File: src/rtl/sv_string_unescaper.sv
// Streaming decoder for SystemVerilog string-literal bodies.
// Raw body bytes in, decoded byte values out, one registered output stage.
// Multi-byte escapes (\ddd, \xdd) are sequenced by a small FSM. A non-digit byte that
// ends an escape is held for one cycle and then decoded in NORM ("reprocess").
module sv_string_unescaper #(
  parameter int unsigned MAX_LEN = 1024,
  parameter int unsigned LEN_W   = $clog2(MAX_LEN + 1)
) (
  input  logic             clk,
  input  logic             rst,
  input  logic             in_valid,
  output logic             in_ready,
  input  logic [7:0]       in_data,
  input  logic             in_last,
  output logic             out_valid,
  input  logic             out_ready,
  output logic [7:0]       out_data,
  output logic             out_last,
  output logic [LEN_W-1:0] out_len,
  output logic             err_overflow,
  output logic             err_hex,
  output logic             err_dangling,
  output logic             err_too_long
);

  localparam logic [1:0] StNorm = 2'd0;
  localparam logic [1:0] StEsc  = 2'd1;
  localparam logic [1:0] StOct  = 2'd2;
  localparam logic [1:0] StHex  = 2'd3;

  logic [1:0]       r_state;
  logic [8:0]       r_val;
  logic [1:0]       r_cnt;
  logic             r_first;
  logic             r_out_valid;
  logic [7:0]       r_out_data;
  logic             r_out_last;
  logic [LEN_W-1:0] r_len;
  logic             r_err_ovf;
  logic             r_err_hex;
  logic             r_err_dang;
  logic             r_too_long;

  logic             w_can_load;
  logic             w_is_oct;
  logic             w_is_hex;
  logic [3:0]       w_hex_val;
  logic [7:0]       w_esc_map;
  logic             w_reproc;
  logic             w_emit;
  logic [7:0]       w_emit_data;
  logic             w_emit_last;
  logic             w_ovf;
  logic             w_hexe;
  logic             w_dang;
  logic [1:0]       w_nstate;
  logic [8:0]       w_nval;
  logic [1:0]       w_ncnt;
  logic             w_consume;
  logic             w_first;
  logic [LEN_W-1:0] w_len_base;
  logic             w_room;
  logic             w_load;
  logic             w_drop;

  assign w_can_load = !r_out_valid || out_ready;
  assign w_is_oct   = (in_data >= 8'h30) && (in_data <= 8'h37);

  // Hex digit classification and value.
  always_comb begin
    w_is_hex  = 1'b0;
    w_hex_val = in_data[3:0];
    if ((in_data >= 8'h30) && (in_data <= 8'h39)) begin
      w_is_hex = 1'b1;
    end else if (((in_data >= 8'h61) && (in_data <= 8'h66)) ||
                 ((in_data >= 8'h41) && (in_data <= 8'h46))) begin
      w_is_hex  = 1'b1;
      w_hex_val = in_data[3:0] + 4'd9;
    end
  end

  // Single-character escape translation; unknown escapes (and \\, \") pass through.
  always_comb begin
    case (in_data)
      8'h6E:   w_esc_map = 8'h0A;
      8'h74:   w_esc_map = 8'h09;
      8'h76:   w_esc_map = 8'h0B;
      8'h66:   w_esc_map = 8'h0C;
      8'h61:   w_esc_map = 8'h07;
      default: w_esc_map = in_data;
    endcase
  end

  // Decoder FSM next state and emit decision; only acts when the output stage can load.
  always_comb begin
    w_reproc    = 1'b0;
    w_emit      = 1'b0;
    w_emit_data = in_data;
    w_emit_last = 1'b0;
    w_ovf       = 1'b0;
    w_hexe      = 1'b0;
    w_dang      = 1'b0;
    w_nstate    = r_state;
    w_nval      = r_val;
    w_ncnt      = r_cnt;
    if (in_valid && w_can_load && !rst) begin
      case (r_state)
        StNorm: begin
          if (in_data == 8'h5C) begin
            if (in_last) begin
              w_emit      = 1'b1;
              w_emit_last = 1'b1;
              w_dang      = 1'b1;
            end else begin
              w_nstate = StEsc;
            end
          end else begin
            w_emit      = 1'b1;
            w_emit_last = in_last;
          end
        end
        StEsc: begin
          w_nstate = StNorm;
          if (w_is_oct) begin
            w_nval = {6'd0, in_data[2:0]};
            w_ncnt = 2'd1;
            if (in_last) begin
              w_emit      = 1'b1;
              w_emit_data = {5'd0, in_data[2:0]};
              w_emit_last = 1'b1;
            end else begin
              w_nstate = StOct;
            end
          end else if (in_data == 8'h78) begin
            w_nval = '0;
            w_ncnt = '0;
            if (in_last) begin
              w_emit      = 1'b1;
              w_emit_last = 1'b1;
              w_hexe      = 1'b1;
            end else begin
              w_nstate = StHex;
            end
          end else begin
            w_emit      = 1'b1;
            w_emit_data = w_esc_map;
            w_emit_last = in_last;
          end
        end
        StOct: begin
          if (w_is_oct) begin
            w_nval = {r_val[5:0], in_data[2:0]};
            w_ncnt = r_cnt + 2'd1;
            if ((r_cnt == 2'd2) || in_last) begin
              w_emit      = 1'b1;
              w_emit_data = w_nval[7:0];
              w_emit_last = in_last;
              w_ovf       = w_nval[8];
              w_nstate    = StNorm;
            end
          end else begin
            // Flush pending value; the terminating byte is decoded next cycle in NORM.
            w_reproc    = 1'b1;
            w_emit      = 1'b1;
            w_emit_data = r_val[7:0];
            w_ovf       = r_val[8];
            w_nstate    = StNorm;
          end
        end
        default: begin
          if (w_is_hex) begin
            w_nval = {1'b0, r_val[3:0], w_hex_val};
            w_ncnt = r_cnt + 2'd1;
            if ((r_cnt == 2'd1) || in_last) begin
              w_emit      = 1'b1;
              w_emit_data = w_nval[7:0];
              w_emit_last = in_last;
              w_nstate    = StNorm;
            end
          end else begin
            w_reproc = 1'b1;
            w_emit   = 1'b1;
            w_nstate = StNorm;
            if (r_cnt == 2'd0) begin
              w_emit_data = 8'h78;
              w_hexe      = 1'b1;
            end else begin
              w_emit_data = r_val[7:0];
            end
          end
        end
      endcase
    end
  end

  assign in_ready   = w_can_load && !rst && !w_reproc;
  assign w_consume  = in_valid && in_ready;
  assign w_first    = w_consume && r_first;
  assign w_len_base = w_first ? '0 : r_len;
  assign w_room     = w_len_base < LEN_W'(MAX_LEN);
  // Past the limit only the frame terminator is still loaded (as 0x00).
  assign w_load     = w_emit && (w_room || w_emit_last);
  assign w_drop     = w_emit && !w_room;

  // FSM, output register, length counter and error flags.
  always_ff @(posedge clk) begin
    if (rst) begin
      r_state     <= StNorm;
      r_val       <= '0;
      r_cnt       <= '0;
      r_first     <= 1'b1;
      r_out_valid <= 1'b0;
      r_out_data  <= '0;
      r_out_last  <= 1'b0;
      r_len       <= '0;
      r_err_ovf   <= 1'b0;
      r_err_hex   <= 1'b0;
      r_err_dang  <= 1'b0;
      r_too_long  <= 1'b0;
    end else begin
      r_state <= w_nstate;
      r_val   <= w_nval;
      r_cnt   <= w_ncnt;
      if (w_consume) begin
        r_first <= in_last;
      end
      if (w_load) begin
        r_out_valid <= 1'b1;
        r_out_data  <= w_room ? w_emit_data : 8'h00;
        r_out_last  <= w_emit_last;
      end else if (out_ready) begin
        r_out_valid <= 1'b0;
      end
      r_len      <= w_len_base + ((w_load && w_room) ? LEN_W'(1) : LEN_W'(0));
      r_err_ovf  <= w_emit && w_ovf;
      r_err_hex  <= w_emit && w_hexe;
      r_err_dang <= w_emit && w_dang;
      r_too_long <= (w_first ? 1'b0 : r_too_long) | w_drop;
    end
  end

  assign out_valid    = r_out_valid;
  assign out_data     = r_out_data;
  assign out_last     = r_out_last;
  assign out_len      = r_len;
  assign err_overflow = r_err_ovf;
  assign err_hex      = r_err_hex;
  assign err_dangling = r_err_dang;
  assign err_too_long = r_too_long;

endmodule

File: config.mk
export PLATFORM = sky130hd
export DESIGN_NAME = sv_string_unescaper
export DESIGN_NICKNAME = d
export VERILOG_FILES = /design/src/rtl/sv_string_unescaper.sv
export SDC_FILE = /design/constraint.sdc
export NUM_CORES = 1
export LEC_CHECK = 0
export CORE_MARGIN = 2
export CORE_UTILIZATION = 55
export CTS_CLUSTER_DIAMETER = 150
export DETAILED_ROUTE_END_ITERATION = 10
export PLACE_DENSITY = 0.8
export SLEW_MARGIN = 10
export SYNTH_ARGS = -nofsm -noshare
export SYNTH_HDL_FRONTEND = slang
export SYNTH_SLANG_ARGS = --single-unit
File: constraint.sdc
create_clock -name clk -period 9.2 [get_ports clk]
set_input_delay 1.84 -clock clk [delete_from_list [all_inputs] [get_ports clk]]
set_output_delay 1.84 -clock clk [all_outputs]
set_load 0.02 [all_outputs]
# Word-level counts from Yosys, hierarchy flattened
# Cells that the tools add are included.
# Widths: inputs -> output; s select.
# op_classes
bitwise_logic	2
n_mux	78
reduce_logical	33
n_eq_ne	17
order_cmp	8
add_sub_neg	3
# ops
operator	n
$mux 8	10
$eq 8x7->1 const B	7
$pmux 8 s5	1
$mux 1	38
$mux 9	4
$mux 2	14
$pmux 9 s3	1
$pmux 8 s3	1
$ge 8x7->1 const B	2
$le 8x6->1 const B	2
$le 8x7->1 const B	2
$logic_and 1x1->1	16
$pmux 2 s3	2
$add 11x1->11	1
$lt 11x11->1 const B	1
$mux 11	1
$reduce_and 5->1	2
$ge 8x6->1 const B	1
$mux 4	2
$ne 2x2->1 const B	3
$ne 3x3->1 const B	2
$pmux 1 s3	2
$logic_or 1x1->1	5
$ne 5x1->1 const B	1
12 further kinds	20
# word_totals
regBits	39
word_cells	153
output_inout_bits	26
in_bits	13

# Depth between registers and ports, before layout
# logic_depth
word_depth	19
mapped_depth	15
mapped_depth_nobuf	13

# Worst setup path after synthesis
# Ideal clock, no wire load.
# synth_path
path_type	input to output
from	in in_data[0]
to	out in_ready
t_arrival_ps	3240
slack_ps	4120
path_stages	8
required_time_ps	7360
path_buffers	1
path_cell_list	buf_4 > inv_1 > ha_1 > or3b_4 > nand3_1 > nand3_1 > nand2_1 > a21oi_1
# synth_via
elab_chain_cells	10
elab_cells_between_ends	20
# synth_lines
element	line_no	source
start, declared	13	input logic [7:0] in_data,
$ge 8x7->1, or another cell as far along	75	end else if (((in_data >= 8'h61) && (in_data <= 8'h66)) ||
$logic_and 1x1->1 (on tied branches)	75, 76	
$logic_or 1x1->1	75	
$mux 1	75	
$mux 1	73	if ((in_data >= 8'h30) && (in_data <= 8'h39)) begin
$mux 1	171	if (w_is_hex) begin
$pmux 1 s2 *	107	case (r_state)
$mux 1 *	106	if (in_valid && w_can_load && !rst) begin
$logic_not 1->1 *	196	assign in_ready = w_can_load && !rst && !w_reproc;
$logic_and 1x1->1 *	196	
end, declared	12	output logic in_ready,
# Mark *: on every way between the ends. The rest lies on a longest branch, timed or not.

# Worst setup path after layout
# layout_path
from	in in_data[4]
to	out in_ready
# The elaborated chain is that of the path after synthesis.

==> impl_metrics.csv <==
group,metric,value,unit
run_status,status,"complete, no violations",
setup_path,critPathLaunch,"in_data[4]",
global_route,antenna_found_initial,0,
clock_tree,clock_latency,0.29,ns
layout,n_antenna_cell,0,
sta,max_freq,149,MHz
sta,drv_slew,0,
drt,viasPerCell,6.59,
placed_design,io_buffers,38,
power_and_ir_drop,ir_worst_vdd,0.0819,mV
setup_path,critPathKind,"in2out",
clock_tree,cts_made_buffers,5,
layout,final_cell_mix,"dfxtp_1 (39), clkdlybuf4s50_1 (38), nand2_1 (34), nor2_1 (34), o21ai_0 (26)",
synthesis,syn_area_per_cell,7.67,um^2
setup_path,crit_end,"in_ready",
die,ios,39,
sta,hold_viol,0,
setup_path,r2r-end,"out_len[10]$_SDFF_PP0_",
synthesis,yosys_warnings,0,
synthesis,ys.flop_type,"dfxtp_1",
sta,postLayoutSetupSlackWorst,2.50,ns
clock_tree,cts_tree,"yes",
synthesis,ys_ff_latch,39,
layout,syn_to_final_growth,14.8,%
global_route,grt_pass1_vias,2901,
layout,fillCellCount,469,
sta,rsz0062_at_grt,"false",
synthesis,synth_xor_xnor_area_share,2.70,%
setup_path,reg2reg_slack,5.70,ns
clock_tree,cts-root-buf,"clkbuf_8",
synthesis,synth_compound_area_share,28.3,%
sta,setup_viol,0,
layout,final_nets,428,
clock_tree,clk_pin_slew,0.08,ns
setup_path,endpoint_kind,"primary output",
global_route,grt_pass1_wl,14200,um
synthesis,syn-cell-area,2920,um^2
setup_path,crit_required,7.36,ns
global_route,grt_max_degree,26,
drt,wire_per_inst,18.7,um
layout,finalInstanceArea,3350,um^2
placed_design,place_inst,464,
placed_design,place_ws,2.56,ns
layout,instances_no_fill,471,
placed_design,hpwlAfterDp,6530,um
setup_path,ff2ff_path_depth,13,
drt,vias,3102,
setup_path,r2r-start,"r_state[0]$_SDFFE_PP0P_",
drt,detail-route-antenna-nets,0,
clock_tree,postCtsSetupBuffers,0,
global_route,gr-usage-all-layers,29.9,%
synthesis,synthMuxAreaShare,2.05,%
die,die_w,76.9,um
sta,min_period,6.70,ns
die,dieArea,5910,um^2
clock_tree,htreeDepth,2,
die,placeableCoreArea,5110,um^2
sta,setup_tns,0,ns
layout,fin_util,65.7,%
sta,relSlewSlack,36.6,%
clock_tree,cts.path.max_buffers,2,
synthesis,synth_nets,408,
clock_tree,cts_hold_buf,0,
setup_path,startpoint_type,"input pin",
layout,layout_commonest_cell,"dfxtp_1",
drt,drtIter0Drc,354,
synthesis,yosys.area_share.simple,26.4,%
die,fp-row-count,26,
synthesis,syn_inst,381,
flow_run,max_cap_violations,0,
global_route,grt_overflow,0,
placed_design,place.gp.congestion,0.981,
setup_path,cp.arrival,4.86,ns
synthesis,yosysSeqAreaShare,26.7,%
hold_path,holdCritPathClass,"reg2reg",
drt,drc,0,
placed_design,placed_area,3250,um^2
drt,firstDrtPassIters,5,
die,initial_utilization,57.2,%
synthesis,synth_edf_count,0,
synthesis,ys_types,66,
drt,routed_wl,8830,um
synthesis,ys_async_sr_fraction,0,%
setup_path,cp_max_fo,16,
sta,fin_crit_sh,72.8,%
sta,skew,0.00690,ns
clock_tree,cts_resized,0,
sta,tightest_slew,0.951,ns
power_and_ir_drop,p_per_area,113,nW/um^2
power_and_ir_drop,p_leak,1.25,nW
die,die_y,76.9,um
synthesis,synth_top_family_by_area,"compound AO/OA/AOI/OAI gates",
layout,drive_above_1_share,5.74,%
synthesis,synthAdderAreaFrac,5.99,%
clock_tree,cts_sinks,39,
==> worst min path at each step <==
| stage | start | to | slack [ns] | cells after the start |
|---|---|---|---|---|
| floorplan | r_val[8]$_SDFFE_PP0P_ | r_val[8]$_SDFFE_PP0P_ | 0.43 | 2 |
| global placement | out_last$_SDFFE_PP0P_ | out_last$_SDFFE_PP0P_ | 0.44 | 2 |
| detailed placement | out_last$_SDFFE_PP0P_ | out_last$_SDFFE_PP0P_ | 0.45 | 2 |
| CTS | r_val[8]$_SDFFE_PP0P_ | r_val[8]$_SDFFE_PP0P_ | 0.46 | 2 |
| global route | r_val[8]$_SDFFE_PP0P_ | r_val[8]$_SDFFE_PP0P_ | 0.48 | 2 |
| finish | r_val[8]$_SDFFE_PP0P_ | r_val[8]$_SDFFE_PP0P_ | 0.46 | 2 |
==> report_power, final <==
group / internal, mW / switching (mW)
combinational: 0.0257 / 0.0373
clock: 0.0793 / 0.0603
sequential: 0.173 / 0.00223
total: 0.278 / 0.0998
==> cells in the mapped netlist, types with 4 or more instances <==
cell / count / area [um^2]
o311ai_0: 4 / 35.0
and3_1: 9 / 56.3
o31ai_1: 6 / 45.0
mux2i_1: 6 / 60.1
nor2_1: 34 / 128
a221o_1: 4 / 40.0
a21oi_1: 19 / 95.1
ha_1: 14 / 175
nor2b_1: 5 / 31.3
dfxtp_1: 39 / 781
nor3_1: 10 / 50.1
o21a_1: 4 / 30.0
nand4_1: 4 / 25.0
inv_1: 21 / 78.8
o21ai_0: 26 / 130
buf_6: 5 / 56.3
a211o_1: 4 / 35.0
nand2_1: 34 / 128
clkbuf_1: 14 / 52.6
o22ai_1: 6 / 37.5
or3_1: 4 / 25.0
nand3_1: 22 / 110
a211oi_1: 8 / 60.1
a31oi_1: 7 / 43.8
xor2_1: 7 / 61.3
==> registers in the layout, indices dropped and copies added, names as in the netlist <==
register,cells
out_last,1
out_data,8
err_dangling,1
err_too_long,1
out_valid,1
out_len,11
err_hex,1
r_first,1
err_overflow,1
r_val,9
r_cnt,2
r_state,2
==> through the flow <==
stage / power [mW] / hold slack [ns]
after CTS: 0.378 / 0.465
after global routing: 0.389 / 0.484
final: 0.378 / 0.465
after detailed placement: 0.241 / 0.449
after floorplan: 0.219 / 0.432
after global placement: 0.239 / 0.445
==> final cells by class <==
class | count | area [um^2] | area share (%)
inverters | 21 | 78.8 | 2.35
well taps | 70 | 87.6 | 2.61
clock buffers | 5 | 68.8 | 2.05
repair buffers | 39 | 388 | 11.6
flip-flops and latches | 39 | 781 | 23.3
multi-input cells | 295 | 1910 | 57.0
clock inverters | 2 | 37.5 | 1.12
==> layer usage <==
layer	global-route usage, %	routed length (um)
met1	37.2	3630
met2	50.9	4240
met3	5.06	721
met4	12.4	233
met5	0	0
==> logic make-up after synthesis <==
| kind of cell | count (synthesis) |
|---|---|
| buffers and inverters | 47 |
| flip-flops | 39 |
| AO/OA/AOI/OAI | 119 |
| XOR/XNOR | 9 |
| AND/OR/NAND/NOR | 147 |
| multiplexers | 6 |
| adder cells (fa/ha/maj) | 14 |
==> worst max-delay path: stages <==
cell and delay, ns:
clkdlybuf4s50_1 0.71, nor4b_2 0.81, nand3_1 0.34, nand3_1 0.25, nand2_1 0.12, a21oi_1 0.16, clkdlybuf4s50_1 0.62
No activity file was read; power rests on OpenSTA's default activity.
